### src/rtl/ucode_seq_pkg.sv
// Shared microcode types, flow classification and ROM template table for the
// ucode sequencer. Also carries the uinstr and nuke packet shapes used at its ports.
package ucode_seq_pkg;

  localparam int MAX_FLOW_DEF  = 4;
  localparam int ROM_DEPTH_DEF = 32;
  localparam int ROM_AW        = $clog2(ROM_DEPTH_DEF);

  typedef logic [7:0] t_uop;

  typedef struct packed {
    logic [31:0] pc;
    logic [7:0]  simid;
    t_uop        uop;
    logic [4:0]  dst;
    logic [4:0]  src1;
    logic [4:0]  src2;
    logic [15:0] imm;
  } t_uinstr;

  typedef struct packed {
    logic       valid;
    logic [7:0] simid;
  } t_nuke_pkt;

  typedef t_uinstr t_uc_rom_entry;

  // Opcodes with bit 7 set are microcoded; low two bits give (length - 1).
  function automatic logic [7:0] f_uc_flow_len(t_uop uop);
    return uop[7] ? (8'(uop[1:0]) + 8'd1) : 8'd1;
  endfunction

  // Each microcoded opcode owns a 4-entry slot in the ROM.
  function automatic logic [ROM_AW-1:0] f_uc_base(t_uop uop);
    return {uop[4:2], 2'b00};
  endfunction

  function automatic t_uc_rom_entry f_uc_rom(logic [ROM_AW-1:0] idx);
    t_uc_rom_entry e;
    e      = '0;
    e.uop  = 8'h40 | 8'(idx);
    e.dst  = 5'(idx);
    e.imm  = 16'hA000 | 16'(idx);
    return e;
  endfunction

  function automatic string describe_flow(t_uop uop);
    return $sformatf("uop %02h: len %0d base %0d", uop, f_uc_flow_len(uop), f_uc_base(uop));
  endfunction

endpackage

### src/rtl/ucode_seq_rom.sv
// Combinational microcode template lookup; kept separate so it can become
// an SRAM macro without touching the sequencer.
module uc_rom
  import ucode_seq_pkg::*;
#(
  parameter int ROM_DEPTH = ROM_DEPTH_DEF,
  localparam int ADDRW    = $clog2(ROM_DEPTH)
) (
  input  logic [ADDRW-1:0] idx,
  output t_uc_rom_entry    entry
);

  assign entry = f_uc_rom(ROM_AW'(idx));

endmodule

### src/rtl/ucode_seq.sv
// Microcode sequencer between decode and rename: passes single-uop parents
// straight through and expands microcoded parents into ROM flows, one uop/cycle.
module ucode_seq
  import ucode_seq_pkg::*;
#(
  parameter int MAX_FLOW  = MAX_FLOW_DEF,
  parameter int ROM_DEPTH = ROM_DEPTH_DEF,
  localparam int IDXW     = (MAX_FLOW > 1) ? $clog2(MAX_FLOW) : 1
) (
  input  logic            clk,
  input  logic            reset,
  input  t_nuke_pkt       nuke_rb1,
  input  logic            valid_de1,
  input  t_uinstr         uinstr_de1,
  output logic            ucode_ready_uc0,
  input  logic            rename_ready_rn0,
  output logic            valid_uc1,
  output t_uinstr         uinstr_uc1,
  output logic            sop_uc1,
  output logic            eom_uc1,
  output logic [IDXW-1:0] flow_idx_uc1
);

  localparam int LENW  = $clog2(MAX_FLOW + 1);
  localparam int ADDRW = $clog2(ROM_DEPTH);
  localparam int SUMW  = ADDRW + 1;

  typedef enum logic {IDLE, FLOW} t_state;

  typedef struct packed {
    logic            valid;
    t_uop            uop;
    logic [31:0]     pc;
    logic [7:0]      simid;
    logic [LENW-1:0] len;
    logic [IDXW-1:0] next_idx;
  } t_pend;

  t_state state_q, state_d;
  t_pend  pend_q, pend_d;

  logic            out_vld_q;
  t_uinstr         out_uinstr_q;
  logic            out_sop_q, out_eom_q;
  logic [IDXW-1:0] out_idx_q;

  logic            nuke, out_free, accept, flow_go, parent_multi;
  logic [7:0]      parent_len8;
  logic [LENW-1:0] parent_len;
  logic [ROM_AW-1:0] rom_base;
  logic [IDXW-1:0] rom_off;
  logic [SUMW-1:0] rom_sum;
  t_uc_rom_entry   rom_entry;
  t_uinstr         merged;
  logic            ld, ld_sop, ld_eom;
  t_uinstr         ld_uinstr;
  logic [IDXW-1:0] ld_idx;
  logic            unused_nuke;

  assign unused_nuke = ^nuke_rb1.simid;

  assign nuke         = nuke_rb1.valid;
  assign out_free     = ~out_vld_q | rename_ready_rn0;
  assign ucode_ready_uc0 = (state_q == IDLE) & out_free & ~nuke & ~reset;
  assign accept       = valid_de1 & ucode_ready_uc0;
  assign flow_go      = (state_q == FLOW) & pend_q.valid & out_free & ~nuke;

  assign parent_len8  = f_uc_flow_len(uinstr_de1.uop);
  assign parent_len   = LENW'(parent_len8);
  assign parent_multi = parent_len != LENW'(1);

  // A new parent always starts at offset 0; otherwise continue the held flow.
  assign rom_base = accept ? f_uc_base(uinstr_de1.uop) : f_uc_base(pend_q.uop);
  assign rom_off  = accept ? '0 : pend_q.next_idx;
  assign rom_sum  = SUMW'(rom_base) + SUMW'(rom_off);

  uc_rom #(.ROM_DEPTH(ROM_DEPTH)) u_rom (
    .idx   (rom_sum[ADDRW-1:0]),
    .entry (rom_entry)
  );

  always_comb begin
    merged       = rom_entry;
    merged.pc    = accept ? uinstr_de1.pc    : pend_q.pc;
    merged.simid = accept ? uinstr_de1.simid : pend_q.simid;
  end

  always_comb begin
    state_d   = state_q;
    pend_d    = pend_q;
    ld        = 1'b0;
    ld_uinstr = out_uinstr_q;
    ld_sop    = 1'b0;
    ld_eom    = 1'b0;
    ld_idx    = '0;
    if (accept) begin
      ld     = 1'b1;
      ld_sop = 1'b1;
      if (!parent_multi) begin
        ld_uinstr = uinstr_de1;
        ld_eom    = 1'b1;
      end else begin
        ld_uinstr       = merged;
        pend_d.valid    = 1'b1;
        pend_d.uop      = uinstr_de1.uop;
        pend_d.pc       = uinstr_de1.pc;
        pend_d.simid    = uinstr_de1.simid;
        pend_d.len      = parent_len;
        pend_d.next_idx = IDXW'(1);
        state_d         = FLOW;
      end
    end else if (flow_go) begin
      ld              = 1'b1;
      ld_uinstr       = merged;
      ld_idx          = pend_q.next_idx;
      ld_eom          = (LENW'(pend_q.next_idx) + LENW'(1)) == pend_q.len;
      pend_d.next_idx = pend_q.next_idx + IDXW'(1);
      if (ld_eom) begin
        pend_d.valid = 1'b0;
        state_d      = IDLE;
      end
    end
  end

  always_ff @(posedge clk) begin
    if (reset) begin
      state_q      <= IDLE;
      pend_q       <= '0;
      out_vld_q    <= 1'b0;
      out_uinstr_q <= '0;
      out_sop_q    <= 1'b0;
      out_eom_q    <= 1'b0;
      out_idx_q    <= '0;
    end else if (nuke) begin
      // An emit in the nuke cycle has already been taken by rename.
      state_q   <= IDLE;
      pend_q    <= '0;
      out_vld_q <= 1'b0;
    end else begin
      state_q <= state_d;
      pend_q  <= pend_d;
      if (ld) begin
        out_vld_q    <= 1'b1;
        out_uinstr_q <= ld_uinstr;
        out_sop_q    <= ld_sop;
        out_eom_q    <= ld_eom;
        out_idx_q    <= ld_idx;
      end else if (out_free) begin
        out_vld_q <= 1'b0;
      end
    end
  end

  assign valid_uc1    = out_vld_q;
  assign uinstr_uc1   = out_uinstr_q;
  assign sop_uc1      = out_sop_q;
  assign eom_uc1      = out_eom_q;
  assign flow_idx_uc1 = out_idx_q;

  a_no_push_when_busy: assert property (@(posedge clk) disable iff (reset)
    valid_de1 |-> ucode_ready_uc0);

  a_flow_len_range: assert property (@(posedge clk) disable iff (reset)
    accept |-> (parent_len8 != 8'd0) && (parent_len8 <= 8'(MAX_FLOW)));

  a_rom_idx_range: assert property (@(posedge clk) disable iff (reset)
    ((accept & parent_multi) | flow_go) |-> (rom_sum < SUMW'(ROM_DEPTH)));

  a_stall_hold: assert property (@(posedge clk) disable iff (reset)
    (valid_uc1 & ~rename_ready_rn0 & ~nuke) |=>
      (valid_uc1 && $stable(uinstr_uc1) && $stable(sop_uc1) &&
       $stable(eom_uc1) && $stable(flow_idx_uc1)));

  a_mid_flow_no_sop: assert property (@(posedge clk) disable iff (reset)
    (valid_uc1 & rename_ready_rn0 & ~eom_uc1 & ~nuke) |=> (valid_uc1 & ~sop_uc1));

  a_sop_after_eom: assert property (@(posedge clk) disable iff (reset)
    (valid_uc1 & rename_ready_rn0 & eom_uc1) |=> (~valid_uc1 | sop_uc1));

  a_sop_idx0: assert property (@(posedge clk) disable iff (reset)
    (valid_uc1 & sop_uc1) |-> (flow_idx_uc1 == '0));

endmodule

### config.mk
export PLATFORM = sky130hd
export DESIGN_NAME = ucode_seq
export DESIGN_NICKNAME = d
export VERILOG_FILES = /design/src/rtl/ucode_seq_pkg.sv /design/src/rtl/ucode_seq_rom.sv /design/src/rtl/ucode_seq.sv
export SDC_FILE = /design/constraint.sdc
export NUM_CORES = 1
export LEC_CHECK = 0
export ABC_AREA = 1
export BUFFER_PORTS_ARGS = -buffer_cell sky130_fd_sc_hd__buf_2
export CORE_MARGIN = 2
export CORE_UTILIZATION = 46
export DETAILED_ROUTE_END_ITERATION = 10
export GPL_ROUTABILITY_DRIVEN = 0
export PLACE_DENSITY = 0.86
export RECOVER_POWER = 100
export SYNTH_ARGS = -nofsm -noshare
export SYNTH_HDL_FRONTEND = slang
export SYNTH_SLANG_ARGS = --single-unit
### constraint.sdc
create_clock -name clk -period 1.5 [get_ports clk]
set_input_delay 0.225 -clock clk [delete_from_list [all_inputs] [get_ports clk]]
set_output_delay 0.225 -clock clk [all_outputs]
set_load 0.01 [all_outputs]
# == Word level (Yosys, flattened, before mapping) ==
# Cells that the tools add are included.
# classes
n_bitwise,12
n_eq_ne,3
add_sub_neg,4
mux,26
n_reduce_logical,9
# op_table
operator,count
79-bit 2-to-1 mux,3
54-bit 2-to-1 mux,1
32-bit 2-to-1 mux,1
1-bit 2-to-1 mux,13
2-bit 2-to-1 mux,5
8-bit 2-to-1 mux,1
1-bit bitwise AND,7
"2-bit by 1-bit adder with 3-bit output, second input constant",2
2-bit AND reduction,3
3-bit AND reduction,2
2-bit nonzero test,3
5-bit by 2-bit adder with 5-bit output,1
5-bit 2-to-1 mux,1
1-bit NOT,4
3-bit == test,1
3-bit 2-to-1 mux,1
"3-bit by 1-bit inequality test with 1-bit output, second input constant",1
"2-bit by 1-bit adder with 2-bit output, second input constant",1
"2-bit by 1-bit inequality test with 1-bit output, second input constant",1
2-bit OR reduction,1
1-bit bitwise OR,1
# totals
ff_bits,139
in_bits,92

# == Logic depth before layout (Yosys ltp) ==
# Gate-level depths: netlist (run 1).
# depth
depth_word,10
mapped_depth,10
ltp_nobuf,8

# == Hierarchy ==
# Synthesis (run 1) repeated with hierarchy kept, for this count alone.
# hier_totals
cells_unflattened,1093
area_unflattened_um2,7076.8
# by_module_without_submodules
module,cells_each,instances,area_per_inst_um2
ucode_seq,1012,1,6476.2
uc_rom,81,1,600.6

# == Least setup slack after synthesis (run 1) ==
# No wires, ideal clock.
# synth_timing
path_kind,input -> register
from,input port uinstr_de1[31] (netlist bit)
to,register out_uinstr_q (netlist bit uinstr_uc1[13])
n_path_buf,1
arrival_ps,1378
stages,8
setup_ps,116
t_required_ps,1384
slack_ps,6
cell_sequence,ha_1 -> nand2_1 -> nand3_1 -> inv_1 -> buf_2 -> nand2_1 -> nor2_1 -> nor2_1
# synth_between
elab_chain_len,5
# synth_rtl
element,line_no,text
from (decl),ucode_seq.sv:14,"input t_uinstr uinstr_de1,"
2-bit by 1-bit adder with 3-bit output,ucode_seq_pkg.sv:30,return uop[7] ? (8'(uop[1:0]) + 8'd1) : 8'd1;
3-bit 2-to-1 mux,ucode_seq_pkg.sv:30,
3-bit by 1-bit inequality test with 1-bit output,ucode_seq.sv:70,assign parent_multi = parent_len != LENW'(1);
79-bit 2-to-1 mux,ucode_seq.sv:99,if (!parent_multi) begin
79-bit 2-to-1 mux,ucode_seq.sv:96,if (accept) begin
to (signal assigned),ucode_seq.sv:144,out_uinstr_q <= ld_uinstr;
to (decl),ucode_seq.sv:43,t_uinstr out_uinstr_q;
# Every way passes these cells.
# A chain may end at the register's enable or synchronous reset.

# == Worst setup path in the final report (run 1) ==
# layout_timing
from,register state_q
to,register out_uinstr_q (netlist bit uinstr_uc1[36])
# layout_between
elab_chain_len,7
# layout_rtl
element,line_no,text
from (decl),ucode_seq.sv:39,"t_state state_q, state_d;"
from (signal assigned),ucode_seq.sv:140,state_q <= state_d;
1-bit NOT,ucode_seq.sv:64,assign ucode_ready_uc0 = (state_q == IDLE) & out_free & ~nuke & ~reset;
1-bit bitwise AND (3 in series),ucode_seq.sv:64,
1-bit bitwise AND,ucode_seq.sv:65,assign accept = valid_de1 & ucode_ready_uc0;
2-bit nonzero test (no line) or 1-bit 2-to-1 mux (tied branches),n/a,
3-bit AND reduction (no line),n/a,
# Parallel ways exist; a longest one is shown, timed or not.

==> metrics.yaml, run 1 <==
clockBufferDepth: 2
dp_hpwl_um: 9680
synth_cell_types: 27
min_from: "uinstr_de1[13]"
relSlewSlack_pct: 79.2
rsz0062_at_grt: "yes"
rows: 40
synthMuxAreaShare_pct: 0
root_buffer: "clkbuf_16"
slowest_delay_ps: 330
finalHoldWorstSlack_ps: 39.3
cp-start-kind: "register"
clkSlewWorstSetupHoldPaths_ps: 60
ios: 177
arrival_ps: 1790
synth-simple-area-share_pct: 32.0
grt_max_degree: 39
wl_per_cell_um: 13.6
setup_viol: 0
synth_edf_count: 0
cts_tree: "built"
crit_slowest_cell: "dfxtp_2"
synth_compound_area_share_pct: 11.9
synthesis.area_sq_um: 5590
fin_tns_setup_ps: 0
ys_warn_count: 0
synth-main-ff-cell: "dfxtp_1"
grt_pass1_wl_um: 23400
n_fill_cell: 1085
design_area_sq_um: 7280
final-hold-violation-count: 0
core_sq_um: 12000
die_h_um: 114
synth_fa_ha_area_share_pct: 0.447
drt_iter0_drc: 504
drtAntennaViolNets: 0
die_w_um: 114
drc: 0
wl_um: 15200
synth-seq-cells: 134
multi_input_area_sq_um: 2520
synth_top_family_by_area: "simple AND/OR/NAND/NOR gates"
fin_crit_ps: 1450
synthArstFlopShare_pct: 0
r2r_setup_slack_ps: 50
via_count: 5564
dr.pass1.iters: 5
drive_gt1_share_pct: 16.7
nets: 1051
crit_fanout: 10
max_freq_mhz: 688
finalCritPeriodShare_pct: 96.8
avgSynthCellArea_sq_um: 7.10
seqCellArea_sq_um: 2690
hold_depth: 3
syn-num-nets: 882
rr_endpoint: "uinstr_uc1[36]$_SDFFE_PP0P_"
cts_max_level: 4
whs_endpoint: "uinstr_uc1[13]$_SDFFE_PP0P_"
worstHoldPathType: "input pin to register"
synth_xor_area_share_pct: 0.470
fin_skew_ps: 5.97
clk_latency_ps: 410
clock_sinks: 134
grt_pass1_vias: 4970
p_leak_nw: 3.23
required_ps: 1830
dieArea_sq_um: 13100
crit_type: "register to register"
p_per_area_nw_per_um2: 1240
grt_usage_pct: 22.5
status: "finished clean"
drv_slew: 0
grt_remaining_overflow: 0
dpl-instance-area_sq_um: 6610
tightest_slew_ps: 311
syn_inst: 788
endpoint_kind: "register"
portBuffers: 168
reg2regPathDepth: 8
numCtsBuffers: 17
area_growth_pct: 30.2
cp_cell_sequence: "inv_2, buf_4, nand3_1, nor2_4, buf_12, buf_4, nand3_1, a21oi_1"
via_per_inst: 4.98
rr_startpoint: "state_q$_SDFFE_PP0P_"
start_util_pct: 46.8
vdd_drop_max_mv: 0.701
antenna_found_initial: 1
cap_violations: 0
seq_area_frac_synth_pct: 48.0
-- cell usage after synthesis, types with 2 or more instances --
master | instances | area share (%)
a21oi_1 | 34 | 3.0
buf_2 | 14 | 1.3
buf_4 | 6 | 0.81
buf_6 | 9 | 1.8
clkbuf_1 | 21 | 1.4
dfxtp_1 | 134 | 48
ha_1 | 2 | 0.45
inv_1 | 26 | 1.7
inv_2 | 2 | 0.13
nand2_1 | 206 | 14
nand2_2 | 2 | 0.22
nand3_1 | 24 | 2.1
nand3b_1 | 12 | 1.6
nand4_1 | 3 | 0.34
nor2_1 | 185 | 12
nor2_4 | 2 | 0.40
o21ai_0 | 77 | 6.9
o21ai_1 | 19 | 1.7
xnor2_1 | 2 | 0.31
-- worst max-delay path, delay by kind of cell, from the launching register on --
| kind | cells | cell delay [ps] |
|---|---|---|
| AND/OR/NAND/NOR | 3 | 420 |
| flip-flops | 1 | 330 |
| AO/OA/AOI/OAI | 1 | 160 |
| buffers and inverters | 4 | 470 |
-- metrics by stage --
| step | setup WS, ps | power [mW] | std cells | util, % |
|---|---|---|---|---|
| detailed placement | -118 | 4.63 | 1080 | 55.3 |
| global route | -97.5 | 9.38 | 1118 | 60.9 |
| finish | 47.4 | 9.06 | 1118 | 60.9 |
| CTS | 25.6 | 9.10 | 1112 | 60.7 |
| global placement | -75.3 | 4.61 | 1080 | 55.3 |
| floorplan | 6.20 | 4.27 | 788 | - |
-- cell families after synthesis --
group / Yosys count
and+or+nand+nor: 438
adders and majority gates: 2
AOI/OAI and AO/OA: 132
buffers and inverters: 79
xor gates and xnor gates: 3
DFF: 134
-- flip-flops by register name (all words and copies together), names as in the netlist --
name / flops
eom_uc1: 1
flow_idx_uc1: 2
pend_q: 49
sop_uc1: 1
state_q: 1
uinstr_uc1: 79
valid_uc1: 1
-- per-layer routing --
| metal | up-vias | global-route usage (%) | wire (um) |
|---|---|---|---|
| met1 | 2510 | 28.0 | 6630 |
| met2 | 195 | 37.1 | 7330 |
| met3 | 24 | 5.29 | 905 |
| met5 | - | 0 | 0 |
| met4 | 0 | 10.2 | 327 |
| li1 | 2835 | - | - |
-- what timing repair did --
item | CTS | global route
hold buffers | 0 | 0
setup buffers | 1 | 2
pin swaps | 1 | 1
resized for setup | 5 | 17
cloned | 0 | 3
setup endpoints to repair | 1 | 83
-- worst max-delay path by stage --
stage                                        endpoint  slack, ps            startpoint
after floorplan           uinstr_uc1[13]$_SDFFE_PP0P_          6        uinstr_de1[31]
after global placement        pend_q[13]$_SDFFE_PP0P_        -80        uinstr_de1[31]
after detailed placement      pend_q[11]$_SDFFE_PP0P_       -120        uinstr_de1[32]
after CTS                 uinstr_uc1[29]$_SDFFE_PP0P_         30  state_q$_SDFFE_PP0P_
after global routing      uinstr_uc1[36]$_SDFFE_PP0P_       -100  state_q$_SDFFE_PP0P_
final                     uinstr_uc1[36]$_SDFFE_PP0P_         50  state_q$_SDFFE_PP0P_
-- area by class of cell --
cell class                      count  area share, %
Clock inverter                     11           2.37
Timing Repair Buffer              201           15.7
Clock buffer                       21           6.46
Multi-Input combinational cell    575           34.6
Antenna cell                        1         0.0344
Tap cell                          147           2.53
Inverter                           28           1.44
Sequential cell                   134           36.9
-- report_power, final --
part           leakage, nW  switching (mW)  internal (mW)
sequential            1.09          0.0549           3.68
combinational         1.84           0.505          0.337
clock                0.302            1.57           2.92
total                 3.23            2.13           6.93
-- placed cells by master (no fill, tap or decap), drive strengths merged --
master,synthesis,final
nand2,208,208
a21oi,34,34
xor2,1,1
nor2,189,189
o211ai,1,1
nand3,25,25
clkinv,0,4
clkbuf,21,106
o21ai,96,96
o21bai,1,1
clkinvlp,0,4
diode,0,1
buf,30,116
dfxtp,134,134
nand3b,12,12
inv,28,27
bufinv,0,4
ha,2,2
nand4,4,4
xnor2,2,2
(Power assumes the default switching activity.)
==> run 2: changes to the inputs <==
--- a/config.mk
+++ b/config.mk
@@ -13,6 +13,7 @@
 export GPL_ROUTABILITY_DRIVEN = 0
 export PLACE_DENSITY = 0.86
 export RECOVER_POWER = 100
+export SETUP_SLACK_MARGIN = 0.5
 export SYNTH_ARGS = -nofsm -noshare
 export SYNTH_HDL_FRONTEND = slang
 export SYNTH_SLANG_ARGS = --single-unit
==> metrics.yaml, run 2 (synthesis gave the netlist of run 1 again) <==
status: "finished, violations left"  # was finished clean
violations: "setup timing"
worstHoldPathType: "input pin to register"  # unchanged
fin_skew_ps: 12.0  # was 5.97 ps
layout_common_cells: "161 x nand2_1, 107 x nor2_1, 105 x buf_2"  # was 206 x nand2_1, 184 x nor2_1, 132 x dfxtp_1
crit_start: "state_q$_SDFFE_PP0P_"  # unchanged
crit_buf_inv: 4  # unchanged
dp_hpwl_um: 9950  # was 9680 um
rows: 40  # unchanged
antenna_found_initial: 1  # unchanged
die_h_um: 114  # unchanged
dpl.cell_count: 1082  # was 1080
switching_share_pct: 25.6  # was 23.5%
cts_tree: "built"  # unchanged
drv_slew: 0  # unchanged
dieArea_sq_um: 13100  # unchanged
cp_cell_sequence: "inv_4, nand2_4, nor2_4, buf_6, nand3_4, inv_8, buf_12, nor2_1, nor2_1"  # was inv_2, buf_4, nand3_1, nor2_4, buf_12, buf_4, nand3_1, a21oi_1
ios: 177  # unchanged
grt_max_degree: 41  # was 39
vdd_drop_max_mv: 0.685  # was 0.701 mV
cell_internal_pwr_mw: 6.83  # was 6.93 mW
comb_power_share_pct: 15.8  # was 9.3%
fin_tns_setup_ps: -491  # was 0 ps
wl_um: 22800  # was 15200 um
final-hold-violation-count: 0  # unchanged
crit_slowest_cell: "dfxtp_2"  # unchanged
cts-hold-fix-buffers: 0  # unchanged
wl_per_cell_um: 19.5  # was 13.6 um
clk_latency_ps: 420  # was 410 ps
sequentialPowerShare_pct: 41.2  # about the same
final_common_cell: "nand2_1"  # unchanged
cpLargestDelayFamily: "simple AND/OR/NAND/NOR gates"  # was buffers and inverters
arrival_ps: 1890  # was 1790 ps
cts_max_level: 4  # unchanged
rsz0062_at_grt: "yes"  # unchanged
crit_fanout: 16  # was 10
via_count: 6680  # was 5564
n_fill_cell: 676  # was 1085
die_w_um: 114  # unchanged
p_leak_nw: 4.32  # was 3.23 nW
area_growth_pct: 74.5  # was 30.2%
portBuffers: 168  # unchanged
rr_startpoint: "state_q$_SDFFE_PP0P_"  # unchanged
relSlewSlack_pct: 73.4  # was 79.2%
clkSlewWorstSetupHoldPaths_ps: 50  # was 60 ps
required_ps: 1820  # was 1830 ps
drtAntennaViolNets: 0  # unchanged
rr_endpoint: "pend_q[11]$_SDFFE_PP0P_"  # was uinstr_uc1[36]$_SDFFE_PP0P_
cp-endpoint: "pend_q[11]$_SDFFE_PP0P_"  # was uinstr_uc1[36]$_SDFFE_PP0P_
fin_crit_ps: 1570  # was 1450 ps
finalCritPeriodShare_pct: 105  # was 96.8%
slowest_delay_ps: 340  # was 330 ps
drt_iter0_drc: 582  # was 504
totalPowerFinal_mw: 9.17  # was 9.06 mW
clockBufferDepth: 2  # unchanged
tightest_slew_ps: 399  # was 311 ps
crit_path_frequent_cell: "nor2_1"
utilization_pct: 81.6  # was 60.9%
max_freq_mhz: 638  # was 688 MHz
largest_reg_flops: 79  # unchanged
grt_pass1_vias: 5291  # was 4970
clock_sinks: 134  # unchanged
clkPwrFrac_pct: 43.0  # was 49.5%
nets: 1104  # was 1051
p_sw_mw: 2.35  # was 2.13 mW
endpoint_kind: "register"  # unchanged
start_util_pct: 46.8  # unchanged
drive_gt1_share_pct: 51.5  # was 16.7%
drc: 0  # unchanged
reg2regPathDepth: 9  # was 8
r2r_setup_slack_ps: -70  # was 50 ps
cp.depth: 9  # was 8
crit_type: "register to register"  # unchanged
grt_usage_pct: 24.2  # was 22.5%
root_buffer: "clkbuf_16"  # unchanged
numCtsBuffers: 17  # unchanged
setup_viol: 30  # was 0
place_ws_ps: -32.3  # was -118 ps
grt_pass1_wl_um: 25000  # was 23400 um
cp-start-kind: "register"  # unchanged
final_cells: 1169  # was 1118
p_per_area_nw_per_um2: 940  # was 1240 nW/um^2
dr.pass1.iters: 5  # unchanged
via_per_inst: 5.71  # was 4.98
cap_violations: 0  # unchanged
core_sq_um: 12000  # unchanged
grt_remaining_overflow: 0  # unchanged
setup_ws_ps: -68.4  # was 47.4 ps
==> run 2: worst min-delay path by stage <==
stage | startpoint | end | slack [ps] | depth (start not counted)
finish | uinstr_de1[15] | uinstr_uc1[15]$_SDFFE_PP0P_ | 50 | 3
global route | uinstr_de1[15] | uinstr_uc1[15]$_SDFFE_PP0P_ | 40 | 3
CTS | uinstr_de1[15] | uinstr_uc1[15]$_SDFFE_PP0P_ | 30 | 3
detailed placement | flow_idx_uc1[0]$_SDFFE_PP0P_ | flow_idx_uc1[0]$_SDFFE_PP0P_ | 450 | 2
global placement | uinstr_de1[15] | uinstr_uc1[15]$_SDFFE_PP0P_ | 440 | 3
floorplan | uinstr_de1[15] | uinstr_uc1[15]$_SDFFE_PP0P_ | 350 | 2
==> run 2: what timing repair did <==
action	CTS	global route
pin swaps	9	64
resized for setup	40	435
setup endpoints to repair	219	219
buffers inserted	11	23
cloned	4	18
==> run 2: cell type report <==
type                       count  area [sq um]  share of cell area [%]
multi-input combinational    575          3550                    36.4
sequential                   134          2750                    28.2
timing repair buffer         254          2580                    26.5
clock buffer                  25           505                    5.18
tap                          147           184                    1.88
inverter                      28           130                    1.33
clock inverter                 4          45.0                   0.462
antenna                        2          5.00                  0.0513
==> run 2: power groups by stage <==
stage	registers (mW)	logic, mW	clock network, mW
2_1_floorplan	3.85	0.467	0
3_3_place_gp	3.80	0.850	0
3_5_place_dp	3.81	0.863	0
4_1_cts	3.73	0.951	3.93
5_1_grt	3.78	1.53	4.11
6_report	3.78	1.45	3.95
==> run 2: worst reg2reg max path, cell delays in order, from the launching register on <==
cell	delay, ps
dfxtp_2	340
inv_4	80
nand2_4	60
nor2_4	140
buf_6	120
nand3_4	160
inv_8	150
buf_12	180
nor2_1	70
nor2_1	190
==> run 2: stage by stage <==
| step | hold WS (ps) | instance area (sq um) |
|---|---|---|
| after floorplan | 354 | 5780 |
| after global placement | 441 | 6760 |
| after detailed placement | 450 | 6760 |
| after CTS | 25.3 | 7670 |
| after global routing | 37.3 | 9760 |
| final | 47.9 | 9760 |
==> run 2: per-layer routing <==
layer,wire (um),global-route usage (%),share of wire (%),up-vias
li1,-,-,-,2952
met1,8070,28.7,35,3187
met2,11500,42.5,50,409
met3,1900,6.30,8.3,132
met4,1340,8.54,5.9,0
met5,0,0,0,-
==> run 3: changes to the inputs <==
--- a/config.mk
+++ b/config.mk
@@ -5,15 +5,13 @@
 export SDC_FILE = /design/constraint.sdc
 export NUM_CORES = 1
 export LEC_CHECK = 0
-export ABC_AREA = 1
 export BUFFER_PORTS_ARGS = -buffer_cell sky130_fd_sc_hd__buf_2
 export CORE_MARGIN = 2
-export CORE_UTILIZATION = 46
+export CORE_UTILIZATION = 45
 export DETAILED_ROUTE_END_ITERATION = 10
 export GPL_ROUTABILITY_DRIVEN = 0
 export PLACE_DENSITY = 0.86
 export RECOVER_POWER = 100
-export SETUP_SLACK_MARGIN = 0.5
 export SYNTH_ARGS = -nofsm -noshare
 export SYNTH_HDL_FRONTEND = slang
 export SYNTH_SLANG_ARGS = --single-unit
==> metrics.yaml, run 3 <==
rr_startpoint: "valid_uc1$_SDFFE_PP0P_"  # was state_q$_SDFFE_PP0P_
synthArstFlopShare_pct: 0  # unchanged
dp_hpwl_um: 9510  # was 9950 um
tightest_slew_ps: 538  # was 399 ps
wl_per_cell_um: 16.6  # was 19.5 um
final-hold-violation-count: 0  # unchanged
die_h_um: 111  # was 114 um
required_ps: 1810  # was 1820 ps
drt_iter0_drc: 507  # was 582
endpoint_kind: "register"  # unchanged
utilization_pct: 66.5  # was 81.6%
whs_endpoint: "uinstr_uc1[17]$_SDFFE_PP0P_"  # was uinstr_uc1[15]$_SDFFE_PP0P_
relSlewSlack_pct: 64.1  # was 73.4%
grt_usage_pct: 23.4  # was 24.2%
cap_violations: 0  # unchanged
cts_tree: "built"  # unchanged
core_sq_um: 11000  # was 12000 sq um
cts-hold-fix-buffers: 0  # unchanged
grt_remaining_overflow: 0  # unchanged
reg2regPathDepth: 7  # was 9
die_w_um: 111  # was 114 um
arrival_ps: 1830  # was 1890 ps
grt_max_degree: 52  # was 41
root_buffer: "clkbuf_16"  # unchanged
portBuffers: 168  # unchanged
drtAntennaViolNets: 0  # unchanged
synthesis.area_sq_um: 5120  # was 5590 sq um
clockBufferDepth: 2  # unchanged
seq_area_frac_synth_pct: 52.4  # was 48.0%
max_freq_mhz: 656  # was 638 MHz
fin_crit_ps: 1530  # was 1570 ps
ys_warn_count: 0  # unchanged
crit_type: "register to register"  # unchanged
setup_viol: 3  # was 30
vdd_drop_max_mv: 1.05  # was 0.685 mV
drv_slew: 0  # unchanged
antenna_found_initial: 0  # was 1
synth_most_common_cell: "nand2_1"  # unchanged
p_per_area_nw_per_um2: 1220  # was 940 nW/um^2
clkSlewWorstSetupHoldPaths_ps: 60  # was 50 ps
numCtsBuffers: 17  # unchanged
drc: 0  # unchanged
synth_top_area_share_pct: 52.4  # was 48.0%
dieArea_sq_um: 12200  # was 13100 sq um
cp-start-kind: "register"  # unchanged
setup_ws_ps: -25.3  # was -68.4 ps
grt_pass1_vias: 4945  # was 5291
synth_area_leaders: "dfxtp_1 52%, nand2_1 14%, a311oi_1 7.5%, a21oi_1 4.5%, a22o_1 3.6%"  # was dfxtp_1 48%, nand2_1 14%, nor2_1 12%, o21ai_0 6.9%, a21oi_1 3.0%
synth-main-ff-cell: "dfxtp_1"  # unchanged
avgSynthCellArea_sq_um: 8.36  # was 7.10 sq um
syn-num-nets: 706  # was 882
rows: 38  # was 40
largest_reg_flops: 79  # unchanged
synth-seq-cells: 134  # unchanged
layout_common_cells: "180 x nand2_1, 131 x dfxtp_1, 86 x buf_2"  # was 161 x nand2_1, 107 x nor2_1, 105 x buf_2
nets: 889  # was 1104
via_per_inst: 5.57  # was 5.71
dr.pass1.iters: 5  # unchanged
r2r_setup_slack_ps: -30  # was -70 ps
finalCritPeriodShare_pct: 102  # was 105%
syn_inst: 612  # was 788
antenna_cells: 0  # was 2
rr_endpoint: "uinstr_uc1[67]$_SDFFE_PP0P_"  # was pend_q[11]$_SDFFE_PP0P_
wl_um: 15700  # was 22800 um
final_common_cell: "nand2_1"  # unchanged
grt_pass1_wl_um: 23500  # was 25000 um
rsz0062_at_grt: "yes"  # unchanged
fin_skew_ps: 7.66  # was 12.0 ps
min_from: "uinstr_de1[17]"  # was uinstr_de1[15]
cts_max_level: 4  # unchanged
violations: "setup timing"  # unchanged
crit_fanout: 10  # was 16
totalPowerFinal_mw: 8.93  # was 9.17 mW
clock_sinks: 134  # unchanged
p_leak_nw: 2.75  # was 4.32 nW
clk_latency_ps: 410  # was 420 ps
hold_depth: 2  # was 3
start_util_pct: 46.6  # was 46.8%
via_count: 5282  # was 6680
synth_edf_count: 0  # unchanged
status: "finished, violations left"  # unchanged
synth_cell_types: 37  # was 27
ios: 177  # unchanged
drive_gt1_share_pct: 27.1  # was 51.5%
area_growth_pct: 42.8  # was 74.5%
worstHoldPathType: "input pin to register"  # unchanged
ys_top_cells_by_count: "189 x nand2_1, 134 x dfxtp_1, 48 x nor2_1"  # was 206 x nand2_1, 185 x nor2_1, 134 x dfxtp_1
finalHoldWorstSlack_ps: 34.3  # was 47.9 ps
synth_top_area_cell: "dfxtp_1"  # unchanged
==> run 3: changes by cell type in the layout (fill, tap and decap cells not counted), sizes merged, moves of 12 or more <==
cell,delta
a211oi,+13
a21oi,+12
a22o,+21
a311oi,+44
buf,-113
clkbuf,+72
inv,-25
nand2,-19
nand3,-22
nand3b,-12
nor2,-141
nor3,+28
o21ai,-94
==> run 3: layout make-up <==
cell class | count | area (sq um)
Sequential cell | 134 | 2690
Inverter | 1 | 3.75
Multi-Input combinational cell | 423 | 2470
Fill cell | 901 | 3680
Clock buffer | 20 | 457
Clock inverter | 12 | 175
Timing Repair Buffer | 218 | 1340
Tap cell | 140 | 175
==> run 3: worst max-delay path by stage <==
| stage | from | to | slack, ps | cells after the start |
|---|---|---|---|---|
| 2_1_floorplan | uinstr_de1[31] | uinstr_uc1[26]$_SDFFE_PP0P_ | -190 | 7 |
| 3_3_place_gp | uinstr_de1[31] | uinstr_uc1[2]$_SDFFE_PP0P_ | -280 | 7 |
| 3_5_place_dp | uinstr_de1[32] | pend_q[17]$_SDFFE_PP0P_ | -310 | 7 |
| 4_1_cts | valid_uc1$_SDFFE_PP0P_ | uinstr_uc1[37]$_SDFFE_PP0P_ | 0.3 | 9 |
| 5_1_grt | valid_uc1$_SDFFE_PP0P_ | uinstr_uc1[28]$_SDFFE_PP0P_ | -120 | 6 |
| 6_report | valid_uc1$_SDFFE_PP0P_ | uinstr_uc1[67]$_SDFFE_PP0P_ | -30 | 7 |
==> run 3: timing repair <==
action                                  CTS  global route
endpoints found under the hold margin     0             0
endpoints found under the setup margin   83            72
pin swaps                                 8            28
buffers inserted                          5             0
resized for setup                        23            45
cloned                                    1             4
==> run 3: worst max-delay path, stage by stage, from the launching register on <==
cell       delay, ps
dfxtp_2          320
nor2b_4          130
buf_6            140
nor3_4           160
buf_6            180
clkbuf_16        160
nand2_1           70
a311oi_2         270
==> run 3: power by group <==
part / switching [mW] / total (mW) / internal, mW
sequential: 0.0669 / 3.75 / 3.68
combinational: 0.428 / 0.751 / 0.323
clock: 1.56 / 4.43 / 2.87
==> run 3: cells by family after synthesis <==
kind of cell             share of synthesized area [%]
flip-flops                                        52.4
multiplexers                                     0.391
AO/OA/AOI/OAI                                     19.1
buffers and inverters                             4.55
adder cells (fa/ha/maj)                          0.489
XOR/XNOR                                         0.514
AND/OR/NAND/NOR                                   22.5
==> run 3: metal layers <==
layer	part of all wire [%]	routed length (um)	track usage (%)	up-vias
met2	49	7730	39.3	237
li1	-	-	-	2495
met5	0	0	0	-
met3	6.8	1060	5.49	36
met4	2.4	382	10.9	0
met1	42	6530	28.2	2514
==> run 3: stage by stage <==
stage	worst slack, ps	setup TNS (ps)	instance area [sq um]	instances
floorplan	-187	-6300	5240	612
global route	-118	-1300	7310	948
CTS	0.260	0	7190	946
finish	-25.3	-33.0	7310	948
detailed placement	-312	-26250	6380	908
global placement	-276	-23360	6380	908
